<file path="config.mk">
export PLATFORM = sky130hd
export DESIGN_NAME = allpass_coef_ctrl
export DESIGN_NICKNAME = d
export VERILOG_FILES = /design/src/rtl/allpass_pkg.sv /design/src/rtl/allpass_coef_bank.sv /design/src/rtl/allpass_coef_ctrl.sv
export SDC_FILE = /design/constraint.sdc
export NUM_CORES = 1
export LEC_CHECK = 0
export CAP_MARGIN = 20
export CORE_MARGIN = 5
export CORE_UTILIZATION = 40
export DETAILED_ROUTE_END_ITERATION = 10
export GPL_TIMING_DRIVEN = 0
export HOLD_SLACK_MARGIN = 0.1
export PLACE_DENSITY = 0.7
export SYNTH_ARGS = -nofsm -noshare
export SYNTH_HDL_FRONTEND = slang
export SYNTH_SLANG_ARGS = --single-unit
export TNS_END_PERCENT = 50
</file>
<file path="constraint.sdc">
create_clock -name clk -period 2 [get_ports clk]
set_input_delay 0.2 -clock clk [delete_from_list [all_inputs] [get_ports clk]]
set_output_delay 0.2 -clock clk [all_outputs]
set_load 0.02 [all_outputs]
</file>
<file path="src/rtl/allpass_pkg.sv">
// Shared types and constants for the allpass filter and its coefficient controller.
package allpass_pkg;

    localparam int DEF_WIDTH = 16;
    localparam int DEF_N     = 7;

    typedef enum logic [1:0] {
        IDLE,
        PENDING,
        FLUSH
    } state_t;

    // LSB position of coefficient k on the packed coefficient bus.
    function automatic int coef_lsb(input int k, input int width);
        return k * width;
    endfunction

endpackage

</file>
<file path="src/rtl/allpass_coef_bank.sv">
// Coefficient register bank: single-entry write port, whole-bank load, packed output.
module allpass_coef_bank
    import allpass_pkg::*;
#(
    parameter int WIDTH = DEF_WIDTH,
    parameter int NC    = DEF_N - 1,
    parameter int AW    = 3
) (
    input  logic                  clk,
    input  logic                  rst,
    input  logic                  wr_en,
    input  logic [AW-1:0]         wr_addr,
    input  logic [WIDTH-1:0]      wr_data,
    input  logic                  load,
    input  logic [WIDTH*NC-1:0]   load_data,
    output logic [WIDTH*NC-1:0]   q
);

    // Bulk load takes priority over a single-entry write; the top never issues both.
    always_ff @(posedge clk) begin
        if (rst) begin
            q <= '0;
        end else if (load) begin
            q <= load_data;
        end else begin
            for (int k = 0; k < NC; k++) begin
                if (wr_en && wr_addr == AW'(k))
                    q[coef_lsb(k, WIDTH) +: WIDTH] <= wr_data;
            end
        end
    end

endmodule

</file>
<file path="src/rtl/allpass_coef_ctrl.sv">
// Double-buffered coefficient controller: host writes land in a shadow bank and
// are committed atomically to the active bank on a sample strobe, optionally
// flushing the filter state.
module allpass_coef_ctrl
    import allpass_pkg::*;
#(
    parameter int WIDTH        = DEF_WIDTH,
    parameter int N            = DEF_N,
    parameter int AW           = 3,
    parameter int FLUSH_CYCLES = 8
) (
    input  logic                   clk,
    input  logic                   rst,
    input  logic                   wr_valid,
    output logic                   wr_ready,
    input  logic [AW-1:0]          wr_addr,
    input  logic [WIDTH-1:0]       wr_data,
    input  logic                   commit,
    input  logic                   commit_flush,
    input  logic                   sample_stb,
    output logic [WIDTH*(N-1)-1:0] c_out,
    output logic                   filt_rst,
    output logic                   pending,
    output logic                   err_addr,
    output logic                   err_commit
);

    localparam int NC = N - 1;
    localparam int CW = $clog2(FLUSH_CYCLES + 1);

    state_t                state, state_nxt;
    logic                  rst_q;      // high for the cycles that follow a reset edge
    logic                  flush_cap;
    logic [CW-1:0]         cnt;
    logic [WIDTH*NC-1:0]   shadow;

    logic wr_ok, addr_ok, commit_ok, load;

    assign wr_ready  = (state == IDLE) && !rst_q;
    assign filt_rst  = rst_q || (state == FLUSH);
    assign pending   = (state == PENDING);
    assign wr_ok     = wr_valid && wr_ready;
    assign addr_ok   = wr_addr <= AW'(NC - 1);
    assign commit_ok = commit && wr_ready;
    assign load      = (state == PENDING) && sample_stb;

    allpass_coef_bank #(.WIDTH(WIDTH), .NC(NC), .AW(AW)) u_shadow (
        .clk       (clk),
        .rst       (rst),
        .wr_en     (wr_ok && addr_ok),
        .wr_addr   (wr_addr),
        .wr_data   (wr_data),
        .load      (1'b0),
        .load_data ('0),
        .q         (shadow)
    );

    allpass_coef_bank #(.WIDTH(WIDTH), .NC(NC), .AW(AW)) u_active (
        .clk       (clk),
        .rst       (rst),
        .wr_en     (1'b0),
        .wr_addr   ('0),
        .wr_data   ('0),
        .load      (load),
        .load_data (shadow),
        .q         (c_out)
    );

    // Next-state: a non-flushing swap goes straight back to IDLE.
    always_comb begin
        state_nxt = state;
        case (state)
            IDLE:    if (commit_ok) state_nxt = PENDING;
            PENDING: if (sample_stb) state_nxt = flush_cap ? FLUSH : IDLE;
            FLUSH:   if (cnt == '0) state_nxt = IDLE;
            default: state_nxt = IDLE;
        endcase
    end

    // State, captured flush flag, flush countdown and registered error pulses.
    always_ff @(posedge clk) begin
        if (rst) begin
            state      <= IDLE;
            rst_q      <= 1'b1;
            flush_cap  <= 1'b0;
            cnt        <= '0;
            err_addr   <= 1'b0;
            err_commit <= 1'b0;
        end else begin
            state      <= state_nxt;
            rst_q      <= 1'b0;
            if (commit_ok)
                flush_cap <= commit_flush;
            if (load && flush_cap)
                cnt <= CW'(FLUSH_CYCLES - 1);
            else if (state == FLUSH && cnt != '0)
                cnt <= cnt - 1'b1;
            err_addr   <= wr_ok && !addr_ok;
            err_commit <= commit && !commit_ok;
        end
    end

endmodule

</file>
; Yosys cells after proc, flatten, opt, wreduce, memory -nomap -nowiden
; Index checks and enable logic that the tools add are counted.
[classes]
n_addsub = 1
magnitude_cmp = 1
eq_ne = 10
n_mux = 8
reduce_logical = 26
[op_table]
columns = cell, count
row1 = logical AND 1 bit, 15
row2 = two-way mux 2 bit, 4
row3 = == test 3 x 2 -> 1 bit (second input constant), 2
row4 = == test 3 bit (second input constant), 2
row5 = two-way mux 3 bit, 2
row6 = != test 2 bit (second input constant), 3
row7 = one-hot mux 2 bit (3 select lines), 1
row8 = zero test 4 bit, 1
row9 = nonzero test 4 bit, 1
row10 = subtractor 4 x 1 -> 4 bit (second input constant), 1
row11 = == test 3 x 1 -> 1 bit (second input constant), 1
row12 = <= comparator 3 bit (second input constant), 1
row13 = zero test 1 bit, 3
row14 = zero test 3 bit, 1
row15 = AND reduction 3 bit, 1
row16 = == test 2 x 1 -> 1 bit (second input constant), 1
row17 = == test 2 bit (second input constant), 1
row18 = zero test 2 bit, 1
row19 = nonzero test 2 bit, 1
row20 = OR reduction 2 bit, 1
row21 = logical OR 1 bit, 1
row22 = two-way mux 1 bit, 1
[totals]
register_bits = 202
input_bits = 25

; Logic depth before layout (Yosys ltp)
; Gate-level depths: netlist of run 1.
[logic_depth]
depth_word = 5
depth_mapped = 7
mapped_depth_nobuf = 6

; Hierarchy
; From an unflattened synthesis of run 1, not the netlist that was laid out.
[unflattened]
cells_unflattened = 1016
area_unflattened_um2 = 10082.2
[modules_own_cells]
columns = mod, instances, cells_per_inst, area_per_inst_um2, seq_area_each_um2
row1 = allpass_coef_bank, 2, 484, 4820.9, 1921.8
row2 = allpass_coef_ctrl, 1, 48, 440.4, 200.2

; Least setup slack after synthesis of run 1
; OpenSTA, ideal clock, no wires.
[synth_path]
path_kind = flip-flop to flip-flop
start = register state[0]
end = register u_active.q[13]
arrival_time_ns = 1.873
required_time_ns = 1.930
setup_slack_ns = 0.057
path_stages_with_launch = 8
n_path_buf = 3
period_less_slack_ns = 1.943
path_cell_list = dfxtp_1 nor2b_1 and2_1 clkbuf_1 buf_2 buf_1 nand2_1 a21oi_1
[synth_via]
elab_chain_cells = 2
[synth_rtl]
columns = item, line
row1 = "start, declared", allpass_coef_ctrl.sv:31  ; state_t state, state_nxt;
row2 = "start signal, assigned", allpass_coef_ctrl.sv:90  ; state <= state_nxt;
row3 = == test 2 x 1 -> 1 bit, -
row4 = named net pending, allpass_coef_ctrl.sv:23  ; output logic pending,
row5 = logical AND 1 bit, allpass_coef_ctrl.sv:45  ; assign load = (state == PENDING) && sample_stb;
row6 = "end signal, assigned", allpass_coef_bank.sv:24  ; q <= load_data;
row7 = "end signal, assigned by index", allpass_coef_bank.sv:28  ; q[coef_lsb(k, WIDTH) +: WIDTH] <= wr_data;
row8 = "end, declared", allpass_coef_bank.sv:16  ; output logic [WIDTH*NC-1:0] q
; The timed path passes the listed nets, and every way through them passes these cells.
; A chain may end at the register's enable or synchronous reset.

; Worst setup path after layout of run 1
[layout_path]
start = register state[1]
end = register u_shadow.q[28]
[layout_via]
elab_chain_cells = 5
[layout_rtl]
columns = item, line
row1 = zero test 2 bit, allpass_coef_ctrl.sv:39  ; assign wr_ready = (state == IDLE) && !rst_q;
row2 = logical AND 1 bit, allpass_coef_ctrl.sv:39
row3 = logical AND 1 bit, allpass_coef_ctrl.sv:42  ; assign wr_ok = wr_valid && wr_ready;
row4 = logical AND 1 bit, allpass_coef_ctrl.sv:50  ; .wr_en (wr_ok && addr_ok),
row5 = logical AND 1 bit, allpass_coef_bank.sv:27  ; if (wr_en && wr_addr == AW'(k))
row6 = "end signal, assigned", allpass_coef_bank.sv:24
row7 = "end signal, assigned by index", allpass_coef_bank.sv:28
row8 = "end, declared", allpass_coef_bank.sv:16
; No other way between the ends.

==> flow_summary.json, run 1 <==
{
  "status": "completed",
  "grt_max_degree": 15,
  "tightest_slew_ns": 0.696,
  "yosys.area.top_type": "dfxtp_1",
  "synth.distinct_cells": 35,
  "synthCells": 856,
  "end_kind": "flop",
  "cts_buffers": 21,
  "num_rows": 48,
  "cts_num_sinks": 202,
  "irDropWorstVdd_mv": 0.592,
  "syn_to_final_growth_pct": 32.3,
  "routedWlPerCell_microns": 16.1,
  "finalSetupViolations": 0,
  "drc_errors": 0,
  "r2r-end": "u_shadow.q[28]",
  "drt-initial-drc-count": 423,
  "ios": 126,
  "power_w": 0.00826,
  "synthMuxAreaShare": 0.0453,
  "worstHoldStart": "commit_flush",
  "synthTopCellsByArea": "dfxtp_1 57%, nand2_1 17%, a21oi_1 12%",
  "h-tree-depth": 1,
  "start_util": 0.408,
  "combPwrFrac": 0.045,
  "dr.pass1.iters": 5,
  "intPower_w": 0.00647,
  "synth_seq_cells": 202,
  "synth_top_family_by_area": "simple AND/OR/NAND/NOR gates",
  "fin_ws_ns": 0.0598,
  "power.density_mw_per_mm2": 883,
  "hold_depth": 3,
  "slew_headroom": 0.536,
  "synth_top_flop_cell": "dfxtp_1",
  "vias": 6109,
  "ys_top_cells_by_count": "324 x nand2_1, 202 x dfxtp_1, 163 x a21oi_1, 38 x clkbuf_1, 33 x nor2_1",
  "synth_xor_area_frac": 0.00124,
  "pre_cts_ws_ns": -0.485,
  "switching_share": 0.216,
  "antenna_cells": 0,
  "synth_area_sq_mm": 0.00706,
  "io_buffers": 125,
  "die_x_microns": 143,
  "hold_path_end": "flush_cap",
  "synth_top_area_frac": 0.572,
  "grt_pass1_vias": 5741,
  "synth.most_common_cell": "nand2_1",
  "postCtsHoldBufs": 0,
  "seqPwrFrac": 0.494,
  "fin_util": 0.540,
  "coreArea_sq_mm": 0.0173,
  "clock_latency_ns": 0.49,
  "ys_async_sr_fraction": 0,
  "drv_slew": 0,
  "fin_crit_ns": 1.94,
  "cts_root_buffer": "clkbuf_16",
  "skew_ns": 0.00773,
  "fmax_mhz": 515,
  "grtUsageTotal": 0.193,
  "final_hold_viol_count": 0,
  "synth_edf_count": 0,
  "switching_power_w": 0.00178,
  "pwr-share-clk": 0.461,
  "final_layout_size_suffix_gt1_frac": 0.0671,
  "path_class": "reg2reg",
  "cts_tree": "done",
  "ant_nets": 0,
  "synth_warnings": 0,
  "min_period_over_period": 0.970,
  "hpwlAfterDp_microns": 13600,
  "grt_first_pass_wirelength_microns": 31100,
  "leakagePower_nw": 3.27,
  "gp_congestion": 0.798,
  "worstHoldPathType": "in2reg",
  "grt-ovfl-total": 0,
  "placedCellCount": 1206,
  "cap_violations": 0,
  "finalNonFillerCells": 1238,
  "die_area_sq_mm": 0.0204,
  "worstReg2RegStart": "state[1]",
  "reg2reg_slack_ns": 0.06,
  "synth_compound_area_frac": 0.124,
  "start_kind": "flop",
  "reg2reg_depth": 5,
  "synth_adder_area_share": 0.00177,
  "clock_path_buffers": 3,
  "path_max_fanout": 10,
  "syn-num-nets": 882,
  "avgViaCountPerCell": 4.93,
  "whs_ns": 0.283,
  "cp.required_ns": 2.34,
  "rsz0062_at_grt": "false",
  "synth_simple_gate_area_frac": 0.219,
  "clkTransAtPathRegs_ns": 0.06,
  "avgSynthCellArea_sq_um": 8.25,
  "antenna_found_initial": 2,
  "die_h_microns": 143,
  "arrival_ns": 2.29,
  "wirelength_microns": 19900,
  "fill_cells": 1675,
  "ys_seq_area_frac": 0.572,
  "nNetsFinal": 1027
}
[cells in the final DEF (no fill, tap or decap), drive strengths merged, types with 2 or more instances in the layout]
cell type      count
nor2              33
and3               3
nor3               8
dlymetal6s2s       2
nand3              3
nand2            324
clkinv             2
a211oi             2
nor4b              2
buf               18
mux2i             32
or3                2
clkdlybuf4s50    122
clkbuf            68
nand2b             4
nor2b              2
a21oi            163
inv                5
dfxtp            202
[state kept, by name, summed over array words and instances (netlist names)]
| signal | flops |
|---|---|
| err_addr | 1 |
| u_shadow.q | 96 |
| cnt | 4 |
| flush_cap | 1 |
| u_active.q | 96 |
| rst_q | 1 |
| state | 2 |
| err_commit | 1 |
[metrics by stage]
step	instance area [sq um]	setup TNS [ns]
finish	9350	0
global route	9350	0
CTS	9330	-0.111
detailed placement	8600	-39.98
global placement	8600	-38.10
floorplan	7060	0
[power groups by stage]
stage,clock [W],sequential (W),combinational (W)
after floorplan,0,0.00416,0.000167
after global placement,0,0.00416,0.000361
after detailed placement,0,0.00416,0.000364
after CTS,0.00391,0.00407,0.000372
after global routing,0.00406,0.00407,0.000400
final,0.00381,0.00407,0.000373
[how the worst max path moves through the flow]
stage | start | to | slack, ns | depth (start not counted)
final | state[1] | u_shadow.q[28] | 0.06 | 5
after global routing | state[1] | u_shadow.q[71] | 0.02 | 5
after CTS | state[1] | wr_ready | -0.11 | 2
after detailed placement | wr_valid | u_shadow.q[40] | -0.49 | 6
after global placement | wr_valid | u_shadow.q[46] | -0.47 | 6
after floorplan | state[0] | u_active.q[13] | 0.06 | 7
[layout make-up]
cell class / count / area [sq um] / share of cell area
clock buffers: 31 / 633 / 0.0677
clock inverters: 4 / 47.5 / 0.00509
repair buffers: 128 / 1280 / 0.137
flip-flops and latches: 202 / 4050 / 0.433
plain buffers: 52 / 234 / 0.0250
multi-input cells: 591 / 2810 / 0.300
well taps: 225 / 282 / 0.0301
inverters: 5 / 18.8 / 0.00201
[worst max-delay path: stages (launching register included)]
cell and delay, ns:
dfxtp_2 0.37, or4b_4 0.64, or3_4 0.45, buf_4 0.19, nand2_1 0.08, a21oi_1 0.06
[kinds of logic after synthesis]
group	Yosys count
adder cells (fa/ha/maj)	1
AND/OR/NAND/NOR	386
multiplexers	32
buffers and inverters	63
AO/OA/AOI/OAI	171
flip-flops	202
XOR/XNOR	1
[what timing repair did]
action                                  4_1_cts  5_1_grt
pin swaps                                     2        2
endpoints found under the setup margin      108       50
gates cloned                                  0        0
setup buffers                                 3        0
resized for setup                            16       12
[layer usage]
metal | vias up | part of all wire | GRT usage
met4 | 4 | 0.018 | 0.0440
met3 | 30 | 0.060 | 0.0472
li1 | 3059 | - | -
met1 | 2854 | 0.44 | 0.256
met5 | - | 0.0017 | 0
met2 | 162 | 0.48 | 0.319
(Power assumes the default switching activity.)
==> run 2, diff against run 1 <==
--- a/config.mk
+++ b/config.mk
@@ -8,6 +8,7 @@
 export CAP_MARGIN = 20
 export CORE_MARGIN = 5
 export CORE_UTILIZATION = 40
+export CTS_CLUSTER_SIZE = 10
 export DETAILED_ROUTE_END_ITERATION = 10
 export GPL_TIMING_DRIVEN = 0
 export HOLD_SLACK_MARGIN = 0.1
==> flow_summary.json, run 2 (synthesis results as in run 1) <==
{
  "whs_ns": 0.276,
  "worstHoldPathType": "in2reg",
  "final_hold_viol_count": 0,
  "worstReg2RegStart": "state[1]",
  "drv_slew": 0,
  "fin_ws_ns": 0.0622,
  "die_x_microns": 143,
  "path_max_fanout": 10,
  "num_rows": 48,
  "irDropWorstVdd_mv": 0.555,
  "hpwlAfterDp_microns": 13600,
  "grt_first_pass_wirelength_microns": 31000,
  "clock_latency_ns": 0.49,
  "syn_to_final_growth_pct": 32.3,
  "clock_path_buffers": 3,
  "pre_cts_ws_ns": -0.485,
  "io_buffers": 125,
  "ant_nets": 0,
  "drt-initial-drc-count": 408,
  "ios": 126,
  "end_kind": "flop",
  "placed_area_sq_mm": 0.00860,
  "reg_top3": "u_active.q x96, u_shadow.q x96, cnt x4",
  "gp_congestion": 0.798,
  "rsz0062_at_grt": "true",
  "layout_common_cells": "324 x nand2_1, 200 x dfxtp_1, 163 x a21oi_1",
  "grt_pass1_vias": 5716,
  "met2_usage": 0.320,
  "cp-endpoint": "u_shadow.q[71]",
  "arrival_ns": 2.35,
  "routedWlPerCell_microns": 16.1,
  "avgViaCountPerCell": 4.92,
  "wirelength_microns": 19800,
  "final_common_cell": "nand2_1",
  "clkTransAtPathRegs_ns": 0.05,
  "path_class": "reg2reg",
  "fill_cells": 1676,
  "cpMaxStageDelayCell": "nor4b_4",
  "antenna_found_initial": 2,
  "tightest_slew_ns": 0.675,
  "leakagePower_nw": 3.27,
  "die_area_sq_mm": 0.0204,
  "fin_util": 0.540,
  "slew_headroom": 0.550,
  "reg2reg_depth": 6,
  "postCtsHoldBufs": 0,
  "r2r-end": "u_shadow.q[71]",
  "cap_violations": 0,
  "cts_num_sinks": 202,
  "drc_errors": 0,
  "cp.required_ns": 2.41,
  "dr.pass1.iters": 5,
  "cts_tree": "done",
  "final_layout_size_suffix_gt1_frac": 0.0635,
  "fin_crit_ns": 1.94,
  "cpPeakStageDelay_ns": 0.43,
  "die_h_microns": 143,
  "grtUsageTotal": 0.192,
  "start_kind": "flop",
  "grt_use_met1": 0.253,
  "min_period_over_period": 0.969,
  "cts_buffers": 24,
  "start_util": 0.408,
  "grt_busiest_layer": "met2",
  "grt_max_degree": 12,
  "reg2reg_slack_ns": 0.06,
  "antenna_cells": 0,
  "skew_ns": 0.00691,
  "status": "completed",
  "crit_start": "state[1]",
  "coreArea_sq_mm": 0.0173,
  "finalSetupViolations": 0,
  "power.density_mw_per_mm2": 873,
  "cts_root_buffer": "clkbuf_16",
  "nNetsFinal": 1032,
  "vias": 6065,
  "fin_area_sq_mm": 0.00935,
  "h-tree-depth": 1,
  "fmax_mhz": 516,
  "gr-usage-met3": 0.0469,
  "path_cells": "nor4b_4, and3_1, clkbuf_1, clkbuf_2, nand2_1, a21oi_1",
  "grt-ovfl-total": 0
}
==> run 2: worst min path at each step <==
stage               slack, ns  cells past startpoint            from              to
global route             0.29                      3    commit_flush       flush_cap
finish                   0.28                      3    commit_flush       flush_cap
detailed placement       0.45                      2  u_shadow.q[14]  u_active.q[14]
floorplan                0.23                      0             rst           rst_q
global placement         0.44                      2  u_shadow.q[46]  u_active.q[46]
CTS                      0.26                      3    commit_flush       flush_cap
==> run 2: metrics by stage <==
stage          total power (W)  cells  TNS [ns]
6_report               0.00816   1233         0
4_1_cts                0.00823   1234     -3.86
3_5_place_dp           0.00453   1206    -39.98
2_1_floorplan          0.00433    856         0
5_1_grt                0.00844   1233    -0.560
3_3_place_gp           0.00452   1206    -38.10
==> run 2: routing by layer <==
layer / wire [microns] / up-vias
met5: 34 / -
met4: 352 / 4
met3: 1360 / 36
met2: 9350 / 159
met1: 8720 / 2801
li1: - / 3065
==> run 2: power by group <==
group	switching (W)	internal [W]
Clock	0.00148	0.00223
Combinational	0.000260	0.000116
Sequential	0.0000196	0.00406
Total	0.00176	0.00641
==> run 2: repair_timing <==
action | CTS | global route
endpoints found under the hold margin | 0 | 0
setup endpoints to repair | 108 | 110
gates resized for setup | 8 | 28
pin swaps | 2 | 3
buffers inserted | 2 | 0
==> run 2: worst max-delay path: cells and delay by family (launching register included) <==
kind            cells  cell delay, ns
compound gates      1            0.17
buf+inv             2            0.61
simple gates        3            0.72
flops               1            0.36
==> run 2: layout make-up <==
type / count / area, sq um / share of cell area
Tap cell: 225 / 282 / 0.0301
Multi-Input combinational cell: 591 / 2810 / 0.301
Inverter: 5 / 18.8 / 0.00201
Timing Repair Buffer: 127 / 1270 / 0.136
Clock inverter: 1 / 7.51 / 0.000803
Sequential cell: 202 / 4050 / 0.433
Clock buffer: 27 / 643 / 0.0688
Buffer: 55 / 264 / 0.0283
==> run 3, diff against run 2 <==
--- a/config.mk
+++ b/config.mk
@@ -6,7 +6,6 @@
 export NUM_CORES = 1
 export LEC_CHECK = 0
 export CAP_MARGIN = 20
-export CORE_MARGIN = 5
 export CORE_UTILIZATION = 40
 export CTS_CLUSTER_SIZE = 10
 export DETAILED_ROUTE_END_ITERATION = 10
==> flow_summary.json, run 3 (synthesis results as in run 1) <==
{
  "dr.pass1.iters": 5,
  "tightest_slew_ns": 0.723,
  "ant_nets": 0,
  "drv_slew": 0,
  "start_util": 0.408,
  "final_common_cell": "nand2_1",
  "worstHoldPathType": "in2reg",
  "min_period_over_period": 0.971,
  "grt-ovfl-total": 0,
  "syn_to_final_growth_pct": 32.2,
  "cts_buffers": 24,
  "irDropWorstVdd_mv": 0.726,
  "setup_tns_ns": 0,
  "leakagePower_nw": 3.27,
  "power.density_mw_per_mm2": 875,
  "vias": 6108,
  "fin_crit_ns": 1.94,
  "grt_max_degree": 12,
  "grt_first_pass_wirelength_microns": 30100,
  "grtUsageTotal": 0.213,
  "clock_path_buffers": 3,
  "nNetsFinal": 1033,
  "arrival_ns": 2.30,
  "final_hold_viol_count": 0,
  "cts_num_sinks": 202,
  "die_area_sq_mm": 0.0182,
  "final_layout_size_suffix_gt1_frac": 0.0624,
  "io_buffers": 125,
  "coreArea_sq_mm": 0.0173,
  "gp_congestion": 0.794,
  "worstReg2RegStart": "state[1]",
  "h-tree-depth": 1,
  "hold_path_end": "rst_q",
  "reg_top3": "u_active.q x96, u_shadow.q x96, cnt x4",
  "die_h_microns": 135,
  "routedWlPerCell_microns": 15.8,
  "cpMaxStageDelayCell": "or4b_4",
  "skew_ns": 0.00876,
  "fin_util": 0.540,
  "drc_errors": 0,
  "wirelength_microns": 19400,
  "finalSetupViolations": 0,
  "path_cells": "or4b_4, or3_4, buf_4, nand2_1, a21oi_1",
  "cpPeakStageDelay_ns": 0.64,
  "register_area_sq_mm": 0.00405,
  "antenna_found_initial": 0,
  "reg2reg_depth": 5,
  "whs_ns": 0.260,
  "antenna_cells": 0,
  "fmax_mhz": 515,
  "hpwlAfterDp_microns": 13100,
  "die_x_microns": 135,
  "cts_tree": "done",
  "reg2reg_slack_ns": 0.06,
  "cp.required_ns": 2.36,
  "avgViaCountPerCell": 4.95,
  "cap_violations": 0,
  "clkTransAtPathRegs_ns": 0.05,
  "grt_pass1_vias": 5766,
  "ios": 126,
  "end_kind": "flop",
  "drt-initial-drc-count": 334,
  "clock_latency_ns": 0.50,
  "postCtsHoldBufs": 0,
  "r2r-end": "u_shadow.q[90]",
  "path_max_fanout": 10,
  "slew_headroom": 0.511,
  "worstHoldStart": "rst",
  "start_kind": "flop",
  "num_rows": 48,
  "hold_depth": 1,
  "layout_common_cells": "324 x nand2_1, 200 x dfxtp_1, 163 x a21oi_1",
  "status": "completed",
  "cts_root_buffer": "clkbuf_16",
  "multi_input_area_sq_mm": 0.00281,
  "path_class": "reg2reg",
  "fill_cells": 1664
}
-- run 3: report_power, final --
part	switching, W	internal (W)
Sequential	0.0000201	0.00406
Combinational	0.000256	0.000113
Clock	0.00149	0.00223
-- run 3: routing by layer --
metal | GRT usage | wire length, microns | vias to the layer above
met3 | 0.0383 | 1050 | 35
met1 | 0.285 | 8850 | 2829
met4 | 0.0605 | 438 | 0
met5 | 0 | 0 | -
met2 | 0.351 | 9100 | 175
li1 | - | - | 3069
-- run 3: worst max path at each step --
stage                     depth (start not counted)        endpoint     start
final                                             5  u_shadow.q[90]  state[1]
after global routing                              5  u_shadow.q[75]  state[1]
after CTS                                         2         pending  state[0]
after detailed placement                          6  u_shadow.q[44]  wr_valid
after global placement                            6  u_shadow.q[43]  wr_valid
after floorplan                                   7  u_active.q[13]  state[0]
-- run 3: layout make-up --
class	count	area share
Buffer	53	0.0251
Clock buffer	27	0.0689
Clock inverter	1	0.000804
Inverter	5	0.00201
Multi-Input combinational cell	591	0.301
Sequential cell	202	0.433
Tap cell	225	0.0301
Timing Repair Buffer	130	0.139
-- run 3: repair_timing --
action,4_1_cts,5_1_grt
resized for setup,17,9
buffers inserted,2,3
pin swaps,2,3
setup endpoints to repair,123,65
-- run 3: critical path: cells and delay by family (launching register included) --
family	cells	cell delay, ns
compound gates	1	0.07
flops	1	0.36
buf+inv	1	0.20
simple gates	3	1.17
-- run 3: metrics by stage --
stage | std cells | worst slack (ns) | cell area, sq um | total power [W]
floorplan | 856 | 0.0568 | 7060 | 0.00433
global placement | 1206 | -0.450 | 8600 | 0.00452
detailed placement | 1206 | -0.473 | 8600 | 0.00452
CTS | 1233 | -0.0979 | 9310 | 0.00822
global route | 1234 | -0.00339 | 9340 | 0.00844
finish | 1234 | 0.0573 | 9340 | 0.00817
